### config.mk
export PLATFORM = sky130hd
export DESIGN_NAME = cpu_sequencer_flat
export DESIGN_NICKNAME = d
export VERILOG_FILES = /design/src/rtl/cpu_pkg.sv /design/src/rtl/cpu_sequencer_if.sv /design/src/rtl/cpu_sequencer_call_stack.sv /design/src/rtl/cpu_sequencer.sv /design/src/flat_wrapper.sv
export SDC_FILE = /design/constraint.sdc
export NUM_CORES = 1
export LEC_CHECK = 0
export CAP_MARGIN = 40
export CELL_PAD_IN_SITES_DETAIL_PLACEMENT = 1
export CELL_PAD_IN_SITES_GLOBAL_PLACEMENT = 1
export CORE_ASPECT_RATIO = 0.5
export CORE_UTILIZATION = 45
export CTS_CLUSTER_SIZE = 8
export DETAILED_ROUTE_END_ITERATION = 6
export PLACE_DENSITY_LB_ADDON = 0.1
export SYNTH_ARGS = -nofsm -noshare
export SYNTH_HDL_FRONTEND = slang
export SYNTH_HIERARCHICAL = 1
export SYNTH_SLANG_ARGS = --single-unit
### constraint.sdc
create_clock -name clk -period 5.04 [get_ports clk]
set_input_delay 1.008 -clock clk [delete_from_list [all_inputs] [get_ports clk]]
set_output_delay 1.008 -clock clk [all_outputs]
set_load 0.03 [all_outputs]
### src/rtl/cpu_pkg.sv
// Shared definitions for the 19-bit CPU: sequencer states, opcode map and
// default widths.
package cpu_pkg;

  localparam int DEF_PC_W   = 19;
  localparam int DEF_DATA_W = 19;

  typedef enum logic [2:0] {
    ST_FETCH,
    ST_DECODE,
    ST_EXEC,
    ST_MEM,
    ST_WB,
    ST_TRAP
  } seq_state_t;

  localparam logic [4:0] OP_NOP  = 5'h00;
  localparam logic [4:0] OP_ADD  = 5'h01;
  localparam logic [4:0] OP_SUB  = 5'h02;
  localparam logic [4:0] OP_AND  = 5'h03;
  localparam logic [4:0] OP_OR   = 5'h04;
  localparam logic [4:0] OP_XOR  = 5'h05;
  localparam logic [4:0] OP_SHL  = 5'h06;
  localparam logic [4:0] OP_SHR  = 5'h07;
  localparam logic [4:0] OP_LD   = 5'h08;
  localparam logic [4:0] OP_ST   = 5'h09;
  localparam logic [4:0] OP_BEQ  = 5'h0A;
  localparam logic [4:0] OP_BNE  = 5'h0B;
  localparam logic [4:0] OP_JMP  = 5'h0C;
  localparam logic [4:0] OP_CALL = 5'h0D;
  localparam logic [4:0] OP_RET  = 5'h0E;

endpackage

### src/rtl/cpu_sequencer_if.sv
// Sequencer bus: decoder strobes, branch info, memory handshakes and the
// timed enables the sequencer hands back. master = sequencer side.
interface cpu_sequencer_if import cpu_pkg::*; #(
  parameter int PC_W = DEF_PC_W
);
  logic            regwr, memrd, memwr, branch, jump, call, ret;
  logic            br_taken;
  logic [PC_W-1:0] target;
  logic            imem_ready, dmem_ready;
  logic [PC_W-1:0] pc;
  logic            imem_req, ir_ld, dmem_req, dmem_we, rf_we, trap;

  modport master (
    input  regwr, memrd, memwr, branch, jump, call, ret,
    input  br_taken, target, imem_ready, dmem_ready,
    output pc, imem_req, ir_ld, dmem_req, dmem_we, rf_we, trap
  );

  modport slave (
    output regwr, memrd, memwr, branch, jump, call, ret,
    output br_taken, target, imem_ready, dmem_ready,
    input  pc, imem_req, ir_ld, dmem_req, dmem_we, rf_we, trap
  );
endinterface

### src/rtl/cpu_sequencer_call_stack.sv
// Return-address LIFO. With CALL_STACK_CHECK_EN an occupancy count drives
// full/empty; otherwise the pointer simply wraps and the flags read 0.
module call_stack import cpu_pkg::*; #(
  parameter int PC_W        = DEF_PC_W,
  parameter int STACK_DEPTH = 8
) (
  input  logic            clk,
  input  logic            rst,
  input  logic            push,
  input  logic            pop,
  input  logic [PC_W-1:0] din,
  output logic [PC_W-1:0] dout,
  output logic            full,
  output logic            empty
);
  localparam int PTR_W = $clog2(STACK_DEPTH);

  logic [PC_W-1:0]  mem [STACK_DEPTH];
  logic [PTR_W-1:0] sp;
  logic [PTR_W-1:0] sp_dec;

  // sp points at the next free slot, so the top of stack sits one below it.
  assign sp_dec = sp - PTR_W'(1);
  assign dout   = mem[sp_dec];

  always_ff @(posedge clk) begin
    if (push) mem[sp] <= din;
  end

  always_ff @(posedge clk) begin
    if (rst)       sp <= '0;
    else if (push) sp <= sp + PTR_W'(1);
    else if (pop)  sp <= sp_dec;
  end

`ifdef CALL_STACK_CHECK_EN
  localparam int CNT_W = $clog2(STACK_DEPTH + 1);
  logic [CNT_W-1:0] cnt;

  always_ff @(posedge clk) begin
    if (rst)       cnt <= '0;
    else if (push) cnt <= cnt + CNT_W'(1);
    else if (pop)  cnt <= cnt - CNT_W'(1);
  end

  assign full  = (cnt == CNT_W'(STACK_DEPTH));
  assign empty = (cnt == '0);
`else
  assign full  = 1'b0;
  assign empty = 1'b0;
`endif

endmodule

### src/rtl/cpu_sequencer.sv
// Multi-cycle FETCH/DECODE/EXEC/MEM/WB sequencer with PC and call stack.
// Optional stack over/underflow trapping: define CALL_STACK_CHECK_EN.
module cpu_sequencer import cpu_pkg::*; #(
  parameter int              PC_W        = DEF_PC_W,
  parameter int              STACK_DEPTH = 8,
  parameter logic [PC_W-1:0] RESET_PC    = '0
) (
  input logic             clk,
  input logic             rst,
  cpu_sequencer_if.master bus
);
  seq_state_t      state, state_n;
  logic [PC_W-1:0] pc, pc_n;
  logic            push, pop;
  logic [PC_W-1:0] stk_top;
  logic            stk_full, stk_empty;

  function automatic logic [PC_W-1:0] pc_inc(input logic [PC_W-1:0] a);
    return a + PC_W'(1);
  endfunction

  call_stack #(
    .PC_W        (PC_W),
    .STACK_DEPTH (STACK_DEPTH)
  ) u_stack (
    .clk   (clk),
    .rst   (rst),
    .push  (push),
    .pop   (pop),
    .din   (pc_inc(pc)),
    .dout  (stk_top),
    .full  (stk_full),
    .empty (stk_empty)
  );

  always_comb begin
    state_n = state;
    pc_n    = pc;
    push    = 1'b0;
    pop     = 1'b0;
    unique case (state)
      ST_FETCH:  if (bus.imem_ready) state_n = ST_DECODE;
      ST_DECODE: state_n = ST_EXEC;
      ST_EXEC: begin
        if (bus.ret) begin
          if (stk_empty) state_n = ST_TRAP;
          else begin
            pop     = 1'b1;
            pc_n    = stk_top;
            state_n = ST_FETCH;
          end
        end else if (bus.call) begin
          if (stk_full) state_n = ST_TRAP;
          else begin
            push    = 1'b1;
            pc_n    = bus.target;
            state_n = ST_FETCH;
          end
        end else if (bus.jump) begin
          pc_n    = bus.target;
          state_n = ST_FETCH;
        end else if (bus.branch) begin
          pc_n    = bus.br_taken ? bus.target : pc_inc(pc);
          state_n = ST_FETCH;
        end else if (bus.memrd || bus.memwr) begin
          state_n = ST_MEM;
        end else if (bus.regwr) begin
          state_n = ST_WB;
        end else begin
          pc_n    = pc_inc(pc);
          state_n = ST_FETCH;
        end
      end
      ST_MEM: begin
        // In MEM a clear dmem_we means the access is a load.
        if (bus.dmem_ready) begin
          if (!bus.dmem_we) state_n = ST_WB;
          else begin
            pc_n    = pc_inc(pc);
            state_n = ST_FETCH;
          end
        end
      end
      ST_WB: begin
        pc_n    = pc_inc(pc);
        state_n = ST_FETCH;
      end
      ST_TRAP: state_n = ST_TRAP;
      default: state_n = ST_FETCH;
    endcase
  end

  always_ff @(posedge clk) begin
    if (rst) begin
      state        <= ST_FETCH;
      pc           <= RESET_PC;
      bus.imem_req <= 1'b1;
      bus.dmem_req <= 1'b0;
      bus.dmem_we  <= 1'b0;
      bus.rf_we    <= 1'b0;
`ifdef CALL_STACK_CHECK_EN
      bus.trap     <= 1'b0;
`endif
    end else begin
      state        <= state_n;
      pc           <= pc_n;
      bus.imem_req <= (state_n == ST_FETCH);
      bus.dmem_req <= (state_n == ST_MEM);
      bus.rf_we    <= (state_n == ST_WB);
      // Write qualifier is captured from the decoder in EXEC; memrd wins.
      bus.dmem_we  <= (state_n == ST_MEM) &&
                      ((state == ST_EXEC) ? (bus.memwr && !bus.memrd) : bus.dmem_we);
`ifdef CALL_STACK_CHECK_EN
      if (state_n == ST_TRAP) bus.trap <= 1'b1;
`endif
    end
  end

`ifndef CALL_STACK_CHECK_EN
  assign bus.trap = 1'b0;
`endif

  assign bus.pc    = pc;
  assign bus.ir_ld = (state == ST_FETCH) && bus.imem_ready;

endmodule

### src/flat_wrapper.sv
// flat-port wrapper written by rule: the top's interface ports become plain ports
module cpu_sequencer_flat import cpu_pkg::*;
#(
  parameter int              PC_W        = DEF_PC_W,
  parameter int              STACK_DEPTH = 8,
  parameter logic [PC_W-1:0] RESET_PC    = '0
)
  (clk, rst, bus_regwr, bus_memrd, bus_memwr, bus_branch, bus_jump, bus_call, bus_ret, bus_br_taken, bus_target, bus_imem_ready, bus_dmem_ready, bus_pc, bus_imem_req, bus_ir_ld, bus_dmem_req, bus_dmem_we, bus_rf_we, bus_trap);
  cpu_sequencer_if #(.PC_W(PC_W)) bus_i ();
  input logic clk;
  input logic rst;
  input wire logic [$bits(bus_i.regwr)-1:0] bus_regwr;
  input wire logic [$bits(bus_i.memrd)-1:0] bus_memrd;
  input wire logic [$bits(bus_i.memwr)-1:0] bus_memwr;
  input wire logic [$bits(bus_i.branch)-1:0] bus_branch;
  input wire logic [$bits(bus_i.jump)-1:0] bus_jump;
  input wire logic [$bits(bus_i.call)-1:0] bus_call;
  input wire logic [$bits(bus_i.ret)-1:0] bus_ret;
  input wire logic [$bits(bus_i.br_taken)-1:0] bus_br_taken;
  input wire logic [$bits(bus_i.target)-1:0] bus_target;
  input wire logic [$bits(bus_i.imem_ready)-1:0] bus_imem_ready;
  input wire logic [$bits(bus_i.dmem_ready)-1:0] bus_dmem_ready;
  output wire logic [$bits(bus_i.pc)-1:0] bus_pc;
  output wire logic [$bits(bus_i.imem_req)-1:0] bus_imem_req;
  output wire logic [$bits(bus_i.ir_ld)-1:0] bus_ir_ld;
  output wire logic [$bits(bus_i.dmem_req)-1:0] bus_dmem_req;
  output wire logic [$bits(bus_i.dmem_we)-1:0] bus_dmem_we;
  output wire logic [$bits(bus_i.rf_we)-1:0] bus_rf_we;
  output wire logic [$bits(bus_i.trap)-1:0] bus_trap;
  assign bus_i.regwr = bus_regwr;
  assign bus_i.memrd = bus_memrd;
  assign bus_i.memwr = bus_memwr;
  assign bus_i.branch = bus_branch;
  assign bus_i.jump = bus_jump;
  assign bus_i.call = bus_call;
  assign bus_i.ret = bus_ret;
  assign bus_i.br_taken = bus_br_taken;
  assign bus_i.target = bus_target;
  assign bus_i.imem_ready = bus_imem_ready;
  assign bus_i.dmem_ready = bus_dmem_ready;
  assign bus_pc = bus_i.pc;
  assign bus_imem_req = bus_i.imem_req;
  assign bus_ir_ld = bus_i.ir_ld;
  assign bus_dmem_req = bus_i.dmem_req;
  assign bus_dmem_we = bus_i.dmem_we;
  assign bus_rf_we = bus_i.rf_we;
  assign bus_trap = bus_i.trap;
  cpu_sequencer #(.PC_W(PC_W), .STACK_DEPTH(STACK_DEPTH), .RESET_PC(RESET_PC)) u_core (.clk(clk), .rst(rst), .bus(bus_i));
endmodule
==> flow_summary.ini <==
[outcome]
outcome = finished clean

[global_routing]
grt_overflow = 0
grt_antenna_before_repair = 0
grt_max_degree = 47
grt.total_usage = 0.247
grt_pass1_wl_mm = 35.3
grt_pass1_vias = 5985

[yosys]
ys_seq_elements = 181
synth_top_cell_by_area = edfxtp_1
synthFlopType = edfxtp_1
syn_area_um2 = 8490
synth_common_cells = edfxtp_1 (152), nand3_1 (89), mux2i_1 (77), nand2_1 (34), a21oi_1 (30)
synth.area.top_cells = edfxtp_1 (54%), mux2i_1 (9.1%), dfxtp_1 (6.8%)
netlist.area_leader.share = 0.538
synth_edf_count = 152
yosysWarnings = 6
yosysUniqueCellTypes = 60
synth_seq_area_share = 0.606
syn_inst = 689
synth.avg_cell_area_um2 = 12.3
async_flop_share = 0
yosys.cell_count.top_type = edfxtp_1

[timing]
finalCritPeriodShare = 0.704
setup-violations-final = 0
grt_setup_unrepaired = no
finClkSkew_ns = 0.0103
worst_pin_slew_ns = 0.914
fin_tns_setup_ns = 0
hold_violations = 0
slew_headroom = 0.388
final_max_slew_viol_count = 0
fin_crit_ns = 3.55
holdWs_ns = 0.546
clock.fmax_mhz = 282

[final_layout]
area_growth_pct = 16.1
num-nets-final = 767
drive_gt1_frac = 0.0966
n_antenna_cell = 0

[power]
power_leakage_nw = 3.04
power_density_nw_per_um2 = 337
ir_worst_vdd_mv = 0.289

[detailed_routing]
drt_iter0_markers = 353
vias = 5889
antenna_left = 0
drt_wl_total_mm = 22.8
viasPerCell = 5.87
wl_per_cell_um = 22.7
first_pass_iters = 4
drc = 0

[setup_path]
crit_path_end_kind = output port
path_buf_inv = 2
cp_slowest_cell = clkdlybuf4s50_1
cpPeakStageDelay_ns = 0.67
start_kind = primary input
cp_data_required_time_ns = 4.03
cp_max_fo = 2
critical_path_arrival_ns = 2.54
crit_family = buffers and inverters
crit_top_cell = clkdlybuf4s50_1
crit_type = primary input to output port
path_cells = clkdlybuf4s50_1, nor3b_1, nor2b_1, clkdlybuf4s50_1

[clock_tree]
cts_sinks = 181
clkLatencyLatePin_ns = 0.44
postCtsHoldBufs = 0
numCtsBuffers = 17
clk_pin_slew_worst_paths_ns = 0.06
cts_tree = built
cts_resized = 0
clockBufferDepth = 2
cts-root-buf = clkbuf_16
cts_setup_buffers = 0
htree_levels = 4

[floorplan]
initial_core_util = 0.460
ios = 56
rows = 35
die-area_um2 = 19500
core_area_um2 = 18400
die_w_um = 196
dieHeight_um = 99.1

[placed_design]
io_buffers = 54
gp_congestion = 0.841
dp_hpwl_mm = 15.0

[job]
cap_violations = 0

[min_path]
hp-class = flip-flop to flip-flop
==> sequential cells by signal (all words and copies together) (netlist names) <==
signal               flops
u_core/state             3
u_core/u_stack/sp        3
u_core/bus.dmem_we       1
u_core/bus.dmem_req      1
u_core/u_stack/mem     152
u_core/bus.pc           19
u_core/bus.rf_we         1
u_core/bus.imem_req      1
==> worst paths after layout <==
| check | startpoint | to | slack [ns] | depth (start not counted) |
|---|---|---|---|---|
| min | u_core/bus.pc[11]$_SDFFE_PP0P_ | u_core/bus.pc[11]$_SDFFE_PP0P_ | 0.55 | 2 |
| min reg2reg | u_core/bus.pc[11]$_SDFFE_PP0P_ | u_core/bus.pc[11]$_SDFFE_PP0P_ | 0.55 | 2 |
| max | bus_imem_ready | bus_ir_ld | 1.49 | 4 |
| max reg2reg | u_core/u_stack/sp[1]$_SDFFE_PP0P_ | u_core/bus.pc[1]$_SDFFE_PP0P_ | 1.99 | 11 |
==> logic make-up (layout without fill, tap and decap cells) <==
| family | Yosys count | in the layout | synth area share |
|---|---|---|---|
| compound gates | 97 | 97 | 0.0766 |
| other cells | 2 | 3 | 0.000885 |
| xor+xnor | 18 | 18 | 0.0203 |
| flops | 181 | 181 | 0.606 |
| simple gates | 247 | 247 | 0.159 |
| buf+inv | 64 | 119 | 0.0414 |
| fa+ha+maj | 3 | 3 | 0.00442 |
| mux | 77 | 77 | 0.0908 |
==> worst min-delay path: stages (launching register included) <==
cell      delay (ns)
dfxtp_1         0.34
nor2_1          0.11
a211oi_1        0.05
==> per-layer routing <==
layer / routed length [um] / GRT usage
met5: 0 / 0
met4: 244 / 0.0703
met3: 1060 / 0.0461
met2: 10300 / 0.378
met1: 11200 / 0.361
==> per-stage QoR <==
step                utilization  power (mW)  cell area [um^2]  setup WS (ns)  instances
floorplan                     -        1.90              8490          0.786        690
global placement          0.501        2.01              9240           1.46        969
detailed placement        0.504        2.02              9290           1.49        973
CTS                       0.535        3.34              9860           1.47       1004
global route              0.535        3.42              9860           1.39       1004
finish                    0.535        3.32              9860           1.49       1004
==> final cells by class <==
| cell class | count | area, um^2 |
|---|---|---|
| timing repair buffer | 76 | 724 |
| fill | 1889 | 8580 |
| sequential | 181 | 5140 |
| tap | 259 | 324 |
| inverter | 12 | 45.0 |
| multi-input combinational | 445 | 3050 |
| clock buffer | 19 | 433 |
| clock inverter | 12 | 138 |
==> placed cells by master (no fill, tap or decap), types with 4 or more instances in the layout <==
master	netlist	final
inv_1	11	11
dfxtp_1	29	29
nor2_1	27	21
o32ai_1	5	5
buf_4	6	20
clkdlybuf4s50_1	0	53
nor2b_1	8	8
clkbuf_16	0	17
nor3b_1	5	5
a21oi_1	30	30
clkinv_2	0	4
nand2b_1	7	7
nand4_1	5	5
o22ai_1	4	4
nand2_1	34	34
a211oi_1	6	5
nor2_2	0	6
xnor2_1	12	12
and3_1	5	5
nor3_1	21	19
nand3_1	89	89
o21ai_0	23	23
edfxtp_1	152	152
o31ai_1	4	4
mux2i_1	77	77
nand3b_1	8	8
and4_1	19	19
xor2_1	4	4
or3_1	4	4
==> power breakdown <==
group          internal (mW)  switching (mW)
clock                  0.769           0.561
sequential              1.64          0.0242
combinational          0.129           0.202
total                   2.54           0.787
Power figures use the tool's default switching activity.
